**config.mk**
```make
export PLATFORM = sky130hd
export DESIGN_NAME = note_sequencer_flat
export DESIGN_NICKNAME = d
export VERILOG_FILES = /design/src/rtl/note_seq_pkg.sv /design/src/rtl/note_sequencer_if.sv /design/src/rtl/phase_stepper.sv /design/src/rtl/note_sequencer.sv /design/src/flat_wrapper.sv
export SDC_FILE = /design/constraint.sdc
export NUM_CORES = 1
export LEC_CHECK = 0
export ABC_AREA = 1
export CAP_MARGIN = 20
export CORE_MARGIN = 4
export CORE_UTILIZATION = 64
export DETAILED_ROUTE_END_ITERATION = 12
export HOLD_SLACK_MARGIN = 0.06
export PLACE_DENSITY = 0.79
export SYNTH_ARGS = -nofsm -noshare
export SYNTH_HDL_FRONTEND = slang
export SYNTH_HIERARCHICAL = 1
export SYNTH_SLANG_ARGS = --single-unit
```
**constraint.sdc**
```tcl
create_clock -name clk -period 6.6 [get_ports clk]
set_input_delay 0.99 -clock clk [delete_from_list [all_inputs] [get_ports clk]]
set_output_delay 0.99 -clock clk [all_outputs]
set_load 0.05 [all_outputs]
```
**src/rtl/note_seq_pkg.sv**
```systemverilog
// rtl/note_seq_pkg.sv - shared types and default sizing for the note sequencer
package note_seq_pkg;

    localparam int DEPTH    = 16;
    localparam int DIV_W    = 9;
    localparam int DUR_W    = 8;
    localparam int TICK_DIV = 20000;

    typedef enum logic [1:0] {
        IDLE,
        FETCH,
        PLAY,
        END
    } state_e;

    // One note-table entry: div==0 is a rest, dur==0 marks end of sequence
    typedef struct packed {
        logic [DIV_W-1:0] div;
        logic [DUR_W-1:0] dur;
    } entry_t;

endpackage

```
**src/rtl/note_sequencer_if.sv**
```systemverilog
// rtl/note_sequencer_if.sv - host-side table/control and playback status bundle
interface note_sequencer_if #(
    parameter int DEPTH = note_seq_pkg::DEPTH
);
    import note_seq_pkg::*;

    localparam int IDX_W = $clog2(DEPTH);

    logic             wr_en;
    logic [IDX_W-1:0] wr_addr;
    logic [DIV_W-1:0] wr_div;
    logic [DUR_W-1:0] wr_dur;
    logic             start;
    logic             stop;
    logic             loop;
    logic [7:0]       phase;
    logic             mute;
    logic             busy;
    logic [IDX_W-1:0] note_idx;
    logic             done;

    modport master (
        output wr_en, wr_addr, wr_div, wr_dur, start, stop, loop,
        input  phase, mute, busy, note_idx, done
    );

    modport slave (
        input  wr_en, wr_addr, wr_div, wr_dur, start, stop, loop,
        output phase, mute, busy, note_idx, done
    );

endinterface

```
**src/rtl/phase_stepper.sv**
```systemverilog
// rtl/phase_stepper.sv - divides clk into phase-index steps for one voice
module phase_stepper
    import note_seq_pkg::*;
#(
    parameter int STEP_W = DIV_W
) (
    input  logic              clk,
    input  logic              rst,
    input  logic              en_i,
    input  logic              clr_i,
    input  logic              zero_i,
    input  logic [STEP_W-1:0] div_i,
    output logic [7:0]        phase_o
);

    logic [STEP_W-1:0] step_q, step_d;
    logic [7:0]        phase_q, phase_d;

    // Step counter wraps at div; each wrap advances the phase unless the note is a rest
    always_comb begin
        step_d  = step_q;
        phase_d = phase_q;
        if (zero_i) begin
            phase_d = '0;
        end
        if (clr_i) begin
            step_d = '0;
        end else if (en_i) begin
            if (step_q == div_i) begin
                step_d = '0;
                if (div_i != '0) begin
                    phase_d = phase_q + 8'd1;
                end
            end else begin
                step_d = step_q + 1'b1;
            end
        end
    end

    // Counter and phase registers
    always_ff @(posedge clk) begin
        if (rst) begin
            step_q  <= '0;
            phase_q <= '0;
        end else begin
            step_q  <= step_d;
            phase_q <= phase_d;
        end
    end

    assign phase_o = phase_q;

endmodule

```
**src/rtl/note_sequencer.sv**
```systemverilog
// rtl/note_sequencer.sv - plays a programmable note table into the sine phase index
module note_sequencer
    import note_seq_pkg::*;
#(
    parameter int DEPTH    = note_seq_pkg::DEPTH,
    parameter int TICK_DIV = note_seq_pkg::TICK_DIV
) (
    input  logic               clk,
    input  logic               rst,
    note_sequencer_if.slave    bus
);

    localparam int IDX_W  = $clog2(DEPTH);
    localparam int TICK_W = (TICK_DIV > 1) ? $clog2(TICK_DIV) : 1;

    state_e           state_q, state_d;
    logic [IDX_W-1:0] idx_q, idx_d;
    logic             loop_q, loop_d;
    entry_t           cur_q, cur_d;
    logic [TICK_W-1:0] tick_q, tick_d;
    logic [DUR_W-1:0] dur_q, dur_d;
    logic             done_q, done_d;
    entry_t           table_q [DEPTH];

    entry_t           fetch_e;
    logic             tick_wrap;
    logic             note_last;
    logic             st_en, st_clr, st_zero;
    logic [7:0]       phase_w;

    assign fetch_e   = table_q[idx_q];
    assign tick_wrap = (tick_q == TICK_W'(TICK_DIV - 1));
    // cur_q.dur is non-zero whenever PLAY is active, so the subtraction cannot wrap
    assign note_last = tick_wrap && (dur_q == cur_q.dur - 1'b1);

    // Table is host-owned storage: written at any time, never cleared by reset
    always_ff @(posedge clk) begin
        if (bus.wr_en) begin
            table_q[bus.wr_addr] <= entry_t'({bus.wr_div, bus.wr_dur});
        end
    end

    // Sequencer next-state: fetch, play for dur ticks, advance or end; stop overrides all
    always_comb begin
        state_d = state_q;
        idx_d   = idx_q;
        loop_d  = loop_q;
        cur_d   = cur_q;
        tick_d  = tick_q;
        dur_d   = dur_q;
        done_d  = 1'b0;
        st_en   = 1'b0;
        st_clr  = 1'b0;
        st_zero = 1'b0;
        case (state_q)
            IDLE: begin
                if (bus.start && !bus.stop) begin
                    state_d = FETCH;
                    idx_d   = '0;
                    loop_d  = bus.loop;
                    st_zero = 1'b1;
                end
            end
            FETCH: begin
                cur_d = fetch_e;
                if (fetch_e.dur == '0) begin
                    state_d = END;
                end else begin
                    state_d = PLAY;
                    tick_d  = '0;
                    dur_d   = '0;
                    st_clr  = 1'b1;
                end
            end
            PLAY: begin
                st_en  = 1'b1;
                tick_d = tick_wrap ? '0 : tick_q + 1'b1;
                if (tick_wrap) begin
                    dur_d = dur_q + 1'b1;
                end
                if (note_last) begin
                    if (idx_q == IDX_W'(DEPTH - 1)) begin
                        state_d = END;
                    end else begin
                        state_d = FETCH;
                        idx_d   = idx_q + 1'b1;
                    end
                end
            end
            END: begin
                if (loop_q) begin
                    state_d = FETCH;
                    idx_d   = '0;
                end else begin
                    state_d = IDLE;
                    done_d  = 1'b1;
                end
            end
            default: state_d = IDLE;
        endcase
        // Abort freezes phase and note index where they are
        if (bus.stop && state_q != IDLE) begin
            state_d = IDLE;
            idx_d   = idx_q;
            done_d  = 1'b0;
            st_en   = 1'b0;
            st_clr  = 1'b0;
        end
    end

    // Sequencer state and counter registers
    always_ff @(posedge clk) begin
        if (rst) begin
            state_q <= IDLE;
            idx_q   <= '0;
            loop_q  <= 1'b0;
            cur_q   <= '0;
            tick_q  <= '0;
            dur_q   <= '0;
            done_q  <= 1'b0;
        end else begin
            state_q <= state_d;
            idx_q   <= idx_d;
            loop_q  <= loop_d;
            cur_q   <= cur_d;
            tick_q  <= tick_d;
            dur_q   <= dur_d;
            done_q  <= done_d;
        end
    end

    phase_stepper #(
        .STEP_W (DIV_W)
    ) u_stepper (
        .clk     (clk),
        .rst     (rst),
        .en_i    (st_en),
        .clr_i   (st_clr),
        .zero_i  (st_zero),
        .div_i   (cur_q.div),
        .phase_o (phase_w)
    );

    assign bus.phase    = phase_w;
    assign bus.mute     = !(state_q == PLAY && cur_q.div != '0);
    assign bus.busy     = (state_q != IDLE);
    assign bus.note_idx = idx_q;
    assign bus.done     = done_q;

endmodule

```
**src/flat_wrapper.sv**
```systemverilog
// flat-port wrapper written by rule: the top's interface ports become plain ports
module note_sequencer_flat import note_seq_pkg::*;
#(
    parameter int DEPTH    = note_seq_pkg::DEPTH,
    parameter int TICK_DIV = note_seq_pkg::TICK_DIV
)
  (clk, rst, bus_wr_en, bus_wr_addr, bus_wr_div, bus_wr_dur, bus_start, bus_stop, bus_loop, bus_phase, bus_mute, bus_busy, bus_note_idx, bus_done);
  note_sequencer_if #(.DEPTH(DEPTH)) bus_i ();
  input  logic clk;
  input  logic rst;
  input wire logic [$bits(bus_i.wr_en)-1:0] bus_wr_en;
  input wire logic [$bits(bus_i.wr_addr)-1:0] bus_wr_addr;
  input wire logic [$bits(bus_i.wr_div)-1:0] bus_wr_div;
  input wire logic [$bits(bus_i.wr_dur)-1:0] bus_wr_dur;
  input wire logic [$bits(bus_i.start)-1:0] bus_start;
  input wire logic [$bits(bus_i.stop)-1:0] bus_stop;
  input wire logic [$bits(bus_i.loop)-1:0] bus_loop;
  output wire logic [$bits(bus_i.phase)-1:0] bus_phase;
  output wire logic [$bits(bus_i.mute)-1:0] bus_mute;
  output wire logic [$bits(bus_i.busy)-1:0] bus_busy;
  output wire logic [$bits(bus_i.note_idx)-1:0] bus_note_idx;
  output wire logic [$bits(bus_i.done)-1:0] bus_done;
  assign bus_i.wr_en = bus_wr_en;
  assign bus_i.wr_addr = bus_wr_addr;
  assign bus_i.wr_div = bus_wr_div;
  assign bus_i.wr_dur = bus_wr_dur;
  assign bus_i.start = bus_start;
  assign bus_i.stop = bus_stop;
  assign bus_i.loop = bus_loop;
  assign bus_phase = bus_i.phase;
  assign bus_mute = bus_i.mute;
  assign bus_busy = bus_i.busy;
  assign bus_note_idx = bus_i.note_idx;
  assign bus_done = bus_i.done;
  note_sequencer #(.DEPTH(DEPTH), .TICK_DIV(TICK_DIV)) u_core (.clk(clk), .rst(rst), .bus(bus_i));
endmodule
```
==> results of run 1 <==
-- final timing paths --
path / from / to / slack, ns / depth (start not counted)
max reg2reg: register / u_core/u_stepper/phase_o[0] / 2.87 / 16
min: u_core/tick_q[13] / u_core/tick_q[13] / 0.49 / 2
min reg2reg: u_core/tick_q[13] / u_core/tick_q[13] / 0.49 / 2
max: register / u_core/u_stepper/phase_o[0] / 2.87 / 16
-- metal layers --
metal | vias up | wire length (µm)
met5 | - | 0
met4 | 0 | 1230
met3 | 116 | 3730
met2 | 586 | 16600
met1 | 5271 | 14200
li1 | 5194 | -
-- cell type report --
| cell class | instances | area, µm² |
|---|---|---|
| clock buffer | 41 | 920 |
| tap | 313 | 392 |
| inverter | 129 | 485 |
| sequential | 341 | 9550 |
| fill | 1568 | 6000 |
| multi-input combinational | 965 | 4610 |
| timing repair buffer | 66 | 598 |
| clock inverter | 22 | 216 |
-- through the flow --
stage                     std cells  hold slack, ns  utilization, %  area [µm²]  power [mW]
after global routing           1877           0.524            73.7       16800        6.66
after CTS                      1877           0.496            73.7       16800        6.31
after detailed placement       1814           0.487            68.7       15600        4.35
after global placement         1814           0.477            68.7       15600        4.29
final                          1877           0.492            73.7       16800        6.32
after floorplan                1505           0.464               -       14900        3.92
-- layout by cell type (no fill, tap or decap), drive strengths merged, types with 3 or more instances in the layout --
cell type and n:
or2 3, xor2 26, o22ai 20, a21oi 39, buf 25, o21ai 107, ha 10, nand2 306
edfxtp 272, o211ai 10, o221ai 16, dfxtp 69, nor4 6, inv 128, nor2 230, nand3 140
bufinv 4, clkinv 19, clkbuf 41, nand4 16, xnor2 9, nor3b 3, clkdlybuf4s50 41, nor3 17
-- power breakdown --
part           switching [mW]  internal, mW
combinational            1.24         0.546
sequential              0.137          2.44
clock                   0.804          1.16
-- sequential cells by signal, indices dropped and copies added, names as in the netlist, named ones only --
register                  count
u_core/cur_q                 17
u_core/u_stepper/phase_o      8
u_core/state_q                2
u_core/tick_q                15
u_core/table_q              272
u_core/dur_q                  8
u_core/u_stepper/step_q       9
u_core/bus.note_idx           4
u_core/loop_q                 1
u_core/bus.done               1
-- kinds of logic (layout without fill, tap and decap cells) --
| family | after synthesis | count (layout) | synth area share [%] |
|---|---|---|---|
| buffers and inverters | 199 | 258 | 5.34 |
| adder cells (fa/ha/maj) | 10 | 10 | 0.839 |
| flip-flops | 341 | 341 | 64.0 |
| XOR/XNOR | 35 | 35 | 2.05 |
| AND/OR/NAND/NOR | 725 | 725 | 20.4 |
| AO/OA/AOI/OAI | 195 | 195 | 7.37 |
-- worst register-to-register path, cell delays in order (launching register included) --
cell	delay, ns
dfxtp_2	0.31
buf_4	0.34
inv_2	0.64
buf_4	0.51
nor2_1	0.13
o21ai_1	0.09
nand3_1	0.09
nand3_1	0.10
nand2_1	0.09
nor2_1	0.10
nand2_1	0.08
nor2_2	0.18
nor3_1	0.10
nor2_1	0.32
nand3_2	0.27
and2_2	0.25
nor2_1	0.09
==> results.md, run 1 <==
* Layout Nets at 1576
* Synthesized net count at 1542
* H-tree depth at 2
* First-pass GRT wire length at 55800 µm
* Final WS setup at roughly 2.9 ns
* CP max stage cell: inv_2
* Post-CTS Setup Repair Bufs at 0
* CTS Buf Count at 36
* Layout area overhead at 12.5%
* Synth top area share at 54.7%
* Buf/Inv on CP at 3
* HPWL after DPL at 20000 µm
* Max-slew headroom at 33.6%
* Startpoint types: register
* Synth Flop Type: edfxtp_1
* Final Hold Viols at 0
* Initial DRC Count at 1462
* DR pass1 iterations at 6
* Tcrit/Tclk final at 56.6%
* Most frequent cell after synthesis: nand2_1
* Setup CP Type: reg2reg
* CTS tree: built
* Resized cells post-CTS at 0
* CTS root buffer: clkbuf_16
* Status: complete, no violations
* Cells after synthesis at 1505
* IO Port Bufs at 41
* Number of flops mapped to enable cells by yosys at 272
* Max Cap Violations at 0
* Avg WL per Cell at 19.0 µm
* Ys async rst share at 0%
* Most common cell on crit path: nor2_1
* Seq/Total Area, Yosys at 64.0%
* # diodes at 0
* Largest incremental delay on the critical path at 0.62 ns
* Vias in the first global route at between 10000 and 15000
* Tightest Pin Transition at 0.990 ns
* Clock-pin slew on the worst setup and hold paths at 0.06 ns
* Type of the most critical hold path: reg2reg
* Synth top area cells: edfxtp_1 (55%), dfxtp_1 (9.3%), nand2_1 (7.6%)
* Synthesized cell area at 0.0149 mm²
* Std-Cell Rows at 55
* Synth cell count leaders: nand2_1 (302), edfxtp_1 (272), nor2_1 (225)
* Share of cells above drive strength 1 at about 7.2%
* Synthesized flop and latch total at 341
* Detailed Route WL at 35700 µm
* Unrepaired setup endpoints after global routing: false
* WP data required at 7.06 ns
* All-Layer GR Usage at 27.5%
* Grt total ovfl at 0
* Initial Utilization at about two thirds
* Avg Cell Area, Syn at about 10 µm²
* Pin count of the biggest net entering global routing at 91
* IO Pins at 42
* Worst VDD drop at between 200 and 300 µV
* Synth warn at 6
* Clk sinks at 341
* Final Slew Violations at 0
* Cell Pwr Density at 377 mW/mm²
* Crit path capture type: register
* Met1 usage at 38.1%
* Count of cell types in the netlist at 37
* Die Area at 0.0258 mm²
* Clk Latency, worst-skew pair at about 0.53 ns
* Count of final setup violators at 0
* Met2 Track Usage GR at 43.2%
* Worst clock skew at 0.0245 ns
* Leakage at 6.26 nW
* Vias per cell at 5.95
* Dominant cell type by area after synthesis: edfxtp_1
* CP Max Fanout at 58
* CTS Hold Bufs at 0
* Total number of vias at 11200
* Post-layout min period at 3.73 ns
* Placer congestion estimate at ~0.87
* Initial antenna violation count at 0
* Die Wd at 161 µm
* Most Crowded Layer GR: met2
* Global Route met3 Usage at 5.49%
* ANT nets after route at 0
* Core area at 0.0228 mm²
* Setup WS pre-CTS at about 3 ns
* CP cell instances: buf_4, inv_2, buf_4, nor2_1, o21ai_1, nand3_1, nand3_1, nand2_1, nor2_1, nand2_1, nor2_2, nor3_1, nor2_1, nand3_2, and2_2, nor2_1
* Crit path max-delay family: simple AND/OR/NAND/NOR gates
* Die height at 161 µm
* Total negative setup slack at 0 ns
* DRC at 0
* Fmax at ~270 MHz
* Clock Tree Buf Depth at 3
* WP data arrival at 4.19 ns
Power figures use the tool's default switching activity.
==> inputs of run 2 (changes only) <==
CORE_UTILIZATION = 56   (was 64)
PLACE_DENSITY = 0.73   (was 0.79)
clock period = 3.1 ns   (was 6.6 ns; I/O delays follow)
==> results.md, run 2 (synthesis gave the netlist of run 1 again) <==
* Metal3 WL at 2700 µm (was 3730 µm)
* WP data required at 2.63 ns (was 7.06 ns)
* IO Port Bufs at 41 (unchanged)
* Most frequent cells in the layout: nand2_1 (302), edfxtp_1 (272), nor2_1 (208) (was nand2_1 (302), edfxtp_1 (272), nor2_1 (209))
* Clock-pin slew on the worst setup and hold paths at 0.06 ns (about the same)
* HPWL after DPL at 20800 µm (was 20000 µm)
* Largest Register: u_core/table_q (unchanged)
* Total negative setup slack at 0 ns (unchanged)
* Clk Latency, worst-skew pair at 0.52 ns (was 0.53 ns)
* Die height at 171 µm (was 161 µm)
* Largest incremental delay on the critical path at 0.85 ns (was 0.62 ns)
* Die Area at 0.0293 mm² (was 0.0258 mm²)
* Share of cells above drive strength 1 at 8.63% (was 7.16%)
* DR top layer: met4 (unchanged)
* CP Max Fanout at 9 (was 58)
* Max Cap Violations at 0 (unchanged)
* Std-Cell Rows at 59 (was 55)
* Hold Path End: u_core/tick_q[13] (unchanged)
* Met2 routed WL at 16700 µm (was 16600 µm)
* CTS tree: built (unchanged)
* Core area at 0.0261 mm² (was 0.0228 mm²)
* Setup CP Type: reg2out (was reg2reg)
* Worst clock skew at 0.00868 ns (was 0.0245 ns)
* Type of the most critical hold path: reg2reg (unchanged)
* Commonest non-fill, non-tap cell in the layout: nand2_1 (unchanged)
* Fmax at 355 MHz
* Count of final setup violators at 0 (unchanged)
* Total number of vias at 11000 (was 11200)
* Avg WL per Cell at 18.3 µm (was 19.0 µm)
* Tightest Pin Transition at 0.740 ns (was 0.990 ns)
* CP cell instances: inv_1, ha_1, o21ai_0, clkdlybuf4s50_1 (was buf_4, inv_2, buf_4, nor2_1, o21ai_1, nand3_1, nand3_1, nand2_1, nor2_1, nand2_1, nor2_2, nor3_1, nor2_1, nand3_2, and2_2, nor2_1)
* Detailed Route WL at 35100 µm (was 35700 µm)
* Die Wd at 171 µm (was 161 µm)
* First-pass GRT wire length at 55500 µm (was 55800 µm)
* Largest register FFs at 272 (unchanged)
* All-Layer GR Usage at 24.0% (was 27.5%)
* Unrepaired setup endpoints after global routing: false (unchanged)
* Clock Tree Buf Depth at 3 (unchanged)
* Post-layout min period at about 2.8 ns
* IO Pins at 42 (unchanged)
* Initial antenna violation count at 0 (unchanged)
* Leakage at 6.38 nW (was 6.26 nW)
* Vias in the first global route at 10400 (was 10600)
* Reg2reg path depth at 16 (unchanged)
* CTS Buf Count at 36 (unchanged)
* R2r endpoint: u_core/u_stepper/phase_o[0] (unchanged)
* Pin count of the biggest net entering global routing at 73 (was 91)
* Hold path startpoint: u_core/tick_q[13] (unchanged)
* Status: complete, no violations (unchanged)
* Clk sinks at 341 (unchanged)
* Cell Pwr Density at 797 mW/mm² (was 377 mW/mm²)
* Overall Power at 13.6 mW (was 6.32 mW)
* Initial Utilization at 57.1% (was 65.5%)
* DRC at 0 (unchanged)
* Crit path capture type: primary output (was register)
* Reg2Reg Setup Slack at 0.35 ns (was 2.87 ns)
* Layout Nets at 1597 (was 1576)
* Final Hold Viols at 0 (unchanged)
* CTS root buffer: clkbuf_16 (unchanged)
* WP data arrival at 2.35 ns (was 4.19 ns)
* H-tree depth at 2 (unchanged)
* Startpoint types: register (unchanged)
* Max-slew headroom at 50.7% (was 33.6%)
* Placer congestion estimate at 0.873 (was 0.874)
* Initial DRC Count at 1277 (was 1462)
* ANT nets after route at 0 (unchanged)
* Worst Hold Depth at 2 (unchanged)
* Final Slew Violations at 0 (unchanged)
* Grt total ovfl at 0 (unchanged)
* Vias per cell at 5.71 (was 5.95)
* WL met1 at 14900 µm (was 14200 µm)
* Layout area overhead at 14.0% (was 12.5%)
* Worst VDD drop at 510 µV (was 290 µV)
* CP max stage cell: clkdlybuf4s50_1 (was inv_2)
* Tcrit/Tclk final at 90.9%
* DR pass1 iterations at 5 (was 6)
* # diodes at 0 (unchanged)
* Top flop regs: u_core/table_q: 272 flops, u_core/cur_q: 17 flops, u_core/tick_q: 15 flops (unchanged)
run 2: changes by cell type in the layout (fill, tap and decap cells not counted), sizes merged:
cell and delta:
clkinvlp +2, bufinv -1, clkbuf +3, clkinv -2, buf +21
run 2: critical path, delay by kind of cell (launching register included):
| kind | cells | cell delay [ns] |
|---|---|---|
| adders and majority gates | 1 | 0.34 |
| buffers and inverters | 2 | 0.95 |
| DFF | 1 | 0.39 |
| AOI/OAI and AO/OA | 1 | 0.16 |
run 2: worst max path at each step:
| stage | to | from | cells after the start |
|---|---|---|---|
| 3_5_place_dp | u_core/u_stepper/phase_o[0] | register | 16 |
| 6_report | bus_mute | u_core/state_q[0] | 4 |
| 5_1_grt | u_core/u_stepper/phase_o[0] | register | 16 |
| 3_3_place_gp | u_core/u_stepper/phase_o[0] | register | 14 |
| 4_1_cts | bus_mute | u_core/state_q[0] | 4 |
| 2_1_floorplan | u_core/u_stepper/phase_o[0] | u_core/state_q[0] | 15 |
run 2: final cells by class:
| class | instances | area (µm²) |
|---|---|---|
| Clock buffer | 44 | 941 |
| Clock inverter | 21 | 206 |
| Fill cell | 2026 | 9120 |
| Inverter | 129 | 485 |
| Multi-Input combinational cell | 965 | 4620 |
| Sequential cell | 341 | 9550 |
| Tap cell | 335 | 419 |
| Timing Repair Buffer | 87 | 793 |
run 2: per-stage QoR:
stage          util [%]  worst slack, ns  cells  hold WS, ns  cell area (µm²)
2_1_floorplan         -            0.750   1505        0.464            14900
3_3_place_gp       60.7            0.422   1857        0.475            15900
3_5_place_dp       60.7            0.341   1857        0.484            15900
4_1_cts            65.1            0.240   1922        0.493            17000
5_1_grt            65.1           0.0288   1922        0.519            17000
6_report           65.1            0.282   1922        0.487            17000
run 2: per-layer routing:
metal,global-route usage (%),vias to the layer above
met1,34.1,5215
met5,0,-
li1,-,5227
met4,7.37,0
met2,38.9,455
met3,3.56,75
run 2: power by group:
part | switching, mW | internal (mW) | total (mW)
Combinational | 2.68 | 1.27 | 3.95
Clock | 1.75 | 2.43 | 4.18
Sequential | 0.238 | 5.19 | 5.43
run 2: timing repair:
item | in CTS | in global routing
gates resized for setup | 0 | 1
hold buffers | 0 | 0
setup endpoints to repair | 0 | 5
buffers inserted | 0 | 0
==> inputs of run 3 (changes only) <==
PLACE_DENSITY = 0.8   (was 0.73)
==> results.md, run 3 (synthesis gave the netlist of run 1 again) <==
* IO Pins at 42 (unchanged)
* Worst VDD drop at 486 µV (was 510 µV)
* First-pass GRT wire length at 56900 µm (was 55500 µm)
* Grt total ovfl at 0 (unchanged)
* Initial DRC Count at 1427 (was 1277)
* DR pass1 iterations at 5 (unchanged)
* Fmax at 343 MHz (was 355 MHz)
* Leakage at 6.37 nW (was 6.38 nW)
* Final Hold Viols at 0 (unchanged)
* Share of power burned in the clock network at 31.5% (was 30.8%)
* Clock-pin slew on the worst setup and hold paths at 0.06 ns (about the same)
* CP max stage cell: clkdlybuf4s50_1 (unchanged)
* Detailed Route WL at 36100 µm (was 35100 µm)
* Unrepaired setup endpoints after global routing: false (unchanged)
* HPWL after DPL at 21100 µm (was 20800 µm)
* Internal at 9.04 mW (was 8.89 mW)
* CTS Buf Count at 36 (unchanged)
* Worst clock skew at 0.0231 ns (was 0.00868 ns)
* Tightest Pin Transition at 0.692 ns (was 0.740 ns)
* Crit path capture type: primary output (unchanged)
* CTS Hold Bufs at 0 (unchanged)
* Share of cells above drive strength 1 at 8.22% (was 8.63%)
* Commonest non-fill, non-tap cell in the layout: nand2_1 (unchanged)
* CTS tree: built (unchanged)
* Clk sinks at 341 (unchanged)
* Top flop regs: u_core/table_q: 272 flops, u_core/cur_q: 17 flops, u_core/tick_q: 15 flops (unchanged)
* Reg power frac at 39.1% (was 40.0%)
* Core area at 0.0261 mm² (unchanged)
* Count of final setup violators at 0 (unchanged)
* Largest Register: u_core/table_q (unchanged)
* Final WS setup at 0.185 ns (was 0.282 ns)
* Logic gate share of total power at 29.4% (was 29.1%)
* Overall Power at 13.8 mW (was 13.6 mW)
* All-Layer GR Usage at 24.6% (was 24.0%)
* Dpl cell area at 0.0158 mm² (was 0.0159 mm²)
* Total negative setup slack at 0 ns (unchanged)
* H-tree depth at 2 (unchanged)
* Pin count of the biggest net entering global routing at 89 (was 73)
* Non-filler instance count after layout at 1916 (was 1922)
* Initial Utilization at 57.1% (unchanged)
* Post-route cell area at 0.0170 mm² (about the same)
* Status: complete, no violations (unchanged)
* Setup CP Type: reg2out (unchanged)
* Largest register FFs at 272 (unchanged)
* Max-slew headroom at 53.8% (was 50.7%)
* Crit path max-delay family: buffers and inverters (unchanged)
* Die height at 171 µm (unchanged)
* Die Area at 0.0293 mm² (unchanged)
* Cell Pwr Density at 810 mW/mm² (was 797 mW/mm²)
* Setup WS pre-CTS at 0.292 ns (was 0.341 ns)
* ANT nets after route at 0 (unchanged)
* Most frequent cells in the layout: nand2_1 (302), edfxtp_1 (272), nor2_1 (208) (unchanged)
* Layout area overhead at 14.2% (was 14.0%)
* Largest incremental delay on the critical path at 0.87 ns (was 0.85 ns)
* Total number of vias at 11300 (was 11000)
* Final hold slack at 0.487 ns (about the same)
* Sw power at 4.76 mW (was 4.66 mW)
* Reg2Reg Setup Slack at 0.30 ns (was 0.35 ns)
* # fillers at 1941 (was 2026)
* Clk Latency, worst-skew pair at 0.54 ns (was 0.52 ns)
* Std-Cell Rows at 59 (unchanged)
* CP cell instances: inv_1, ha_1, o21ai_0, clkdlybuf4s50_1 (unchanged)
* IO Port Bufs at 41 (unchanged)
* Post-layout min period at 2.92 ns (was 2.82 ns)
* Startpoint types: register (unchanged)
* CP Max Fanout at 9 (unchanged)
* Avg WL per Cell at 18.8 µm (was 18.3 µm)
* Max Cap Violations at 0 (unchanged)
* WP data arrival at 2.45 ns (was 2.35 ns)
* WP data required at 2.63 ns (about the same)
* Final Util at 65.2% (was 65.1%)
* Clock Tree Buf Depth at 3 (unchanged)
* Vias per cell at 5.91 (was 5.71)
* Net Sw Frac at 34.5% (was 34.4%)
* Type of the most critical hold path: in2reg (was reg2reg)
* Die Wd at 171 µm (unchanged)
* Initial antenna violation count at 0 (unchanged)
* Tcrit/Tclk final at 94.0% (was 90.9%)
* DRC at 0 (unchanged)
* Placed cell count at 1851 (was 1857)
* # diodes at 0 (unchanged)
* Vias in the first global route at 10700 (was 10400)
* Placer congestion estimate at 0.925 (was 0.873)
* Layout Nets at 1591 (was 1597)
* Buf/Inv on CP at 2 (unchanged)
* CTS root buffer: clkbuf_16 (unchanged)
* Final Slew Violations at 0 (unchanged)
[run 3: cell types whose count changed in the layout (fill, tap and decap cells not counted), sizes merged]
cell    previous run  this run
clkbuf            44        50
buf               46        40
bufinv             3         4
inv              128       126
clkinv            17        12
[run 3: metal layers]
layer,vias to the layer above,part of all wire [%],track usage (%),wire (µm)
met1,5406,40,34.1,14300
met2,616,48,40.7,17400
li1,5223,-,-,-
met4,0,2.6,7.17,948
met5,-,0,0,0
met3,77,9.3,4.16,3340
[run 3: path summary, 6_finish.rpt]
kind	startpoint	to	depth (start not counted)
setup / recovery	u_core/state_q[0]	bus_mute	4
hold / removal	bus_loop	u_core/loop_q	3
setup reg to reg	register	u_core/u_stepper/phase_o[0]	14
hold reg to reg	u_core/tick_q[13]	u_core/tick_q[13]	2
[run 3: area by class of cell]
cell class	count	area [µm²]	share of cell area [%]
Timing Repair Buffer	81	761	4.46
Clock inverter	15	211	1.24
Clock buffer	50	995	5.84
Multi-Input combinational cell	965	4620	27.1
Inverter	129	485	2.85
Sequential cell	341	9550	56.1
Tap cell	335	419	2.46
[run 3: worst register-to-register path: cells and delay by family (launching register included)]
| family | cells | cell delay, ns |
|---|---|---|
| and+or+nand+nor | 11 | 1.75 |
| AOI/OAI and AO/OA | 1 | 0.22 |
| DFF | 1 | 0.36 |
| buffers and inverters | 2 | 0.41 |
[run 3: power by group through the flow]
stage / Clock (mW) / Combinational (mW) / Sequential [mW]
after detailed placement: 0 / 3.92 / 5.49
final: 4.34 / 4.06 / 5.40
after CTS: 4.41 / 4.01 / 5.39
after floorplan: 0 / 2.86 / 5.48
after global placement: 0 / 3.80 / 5.48
after global routing: 4.58 / 4.51 / 5.42
[run 3: what timing repair did]
item | in CTS | in global routing
endpoints found under the setup margin | 0 | 3
gates resized for setup | 0 | 1
setup buffers | 0 | 0
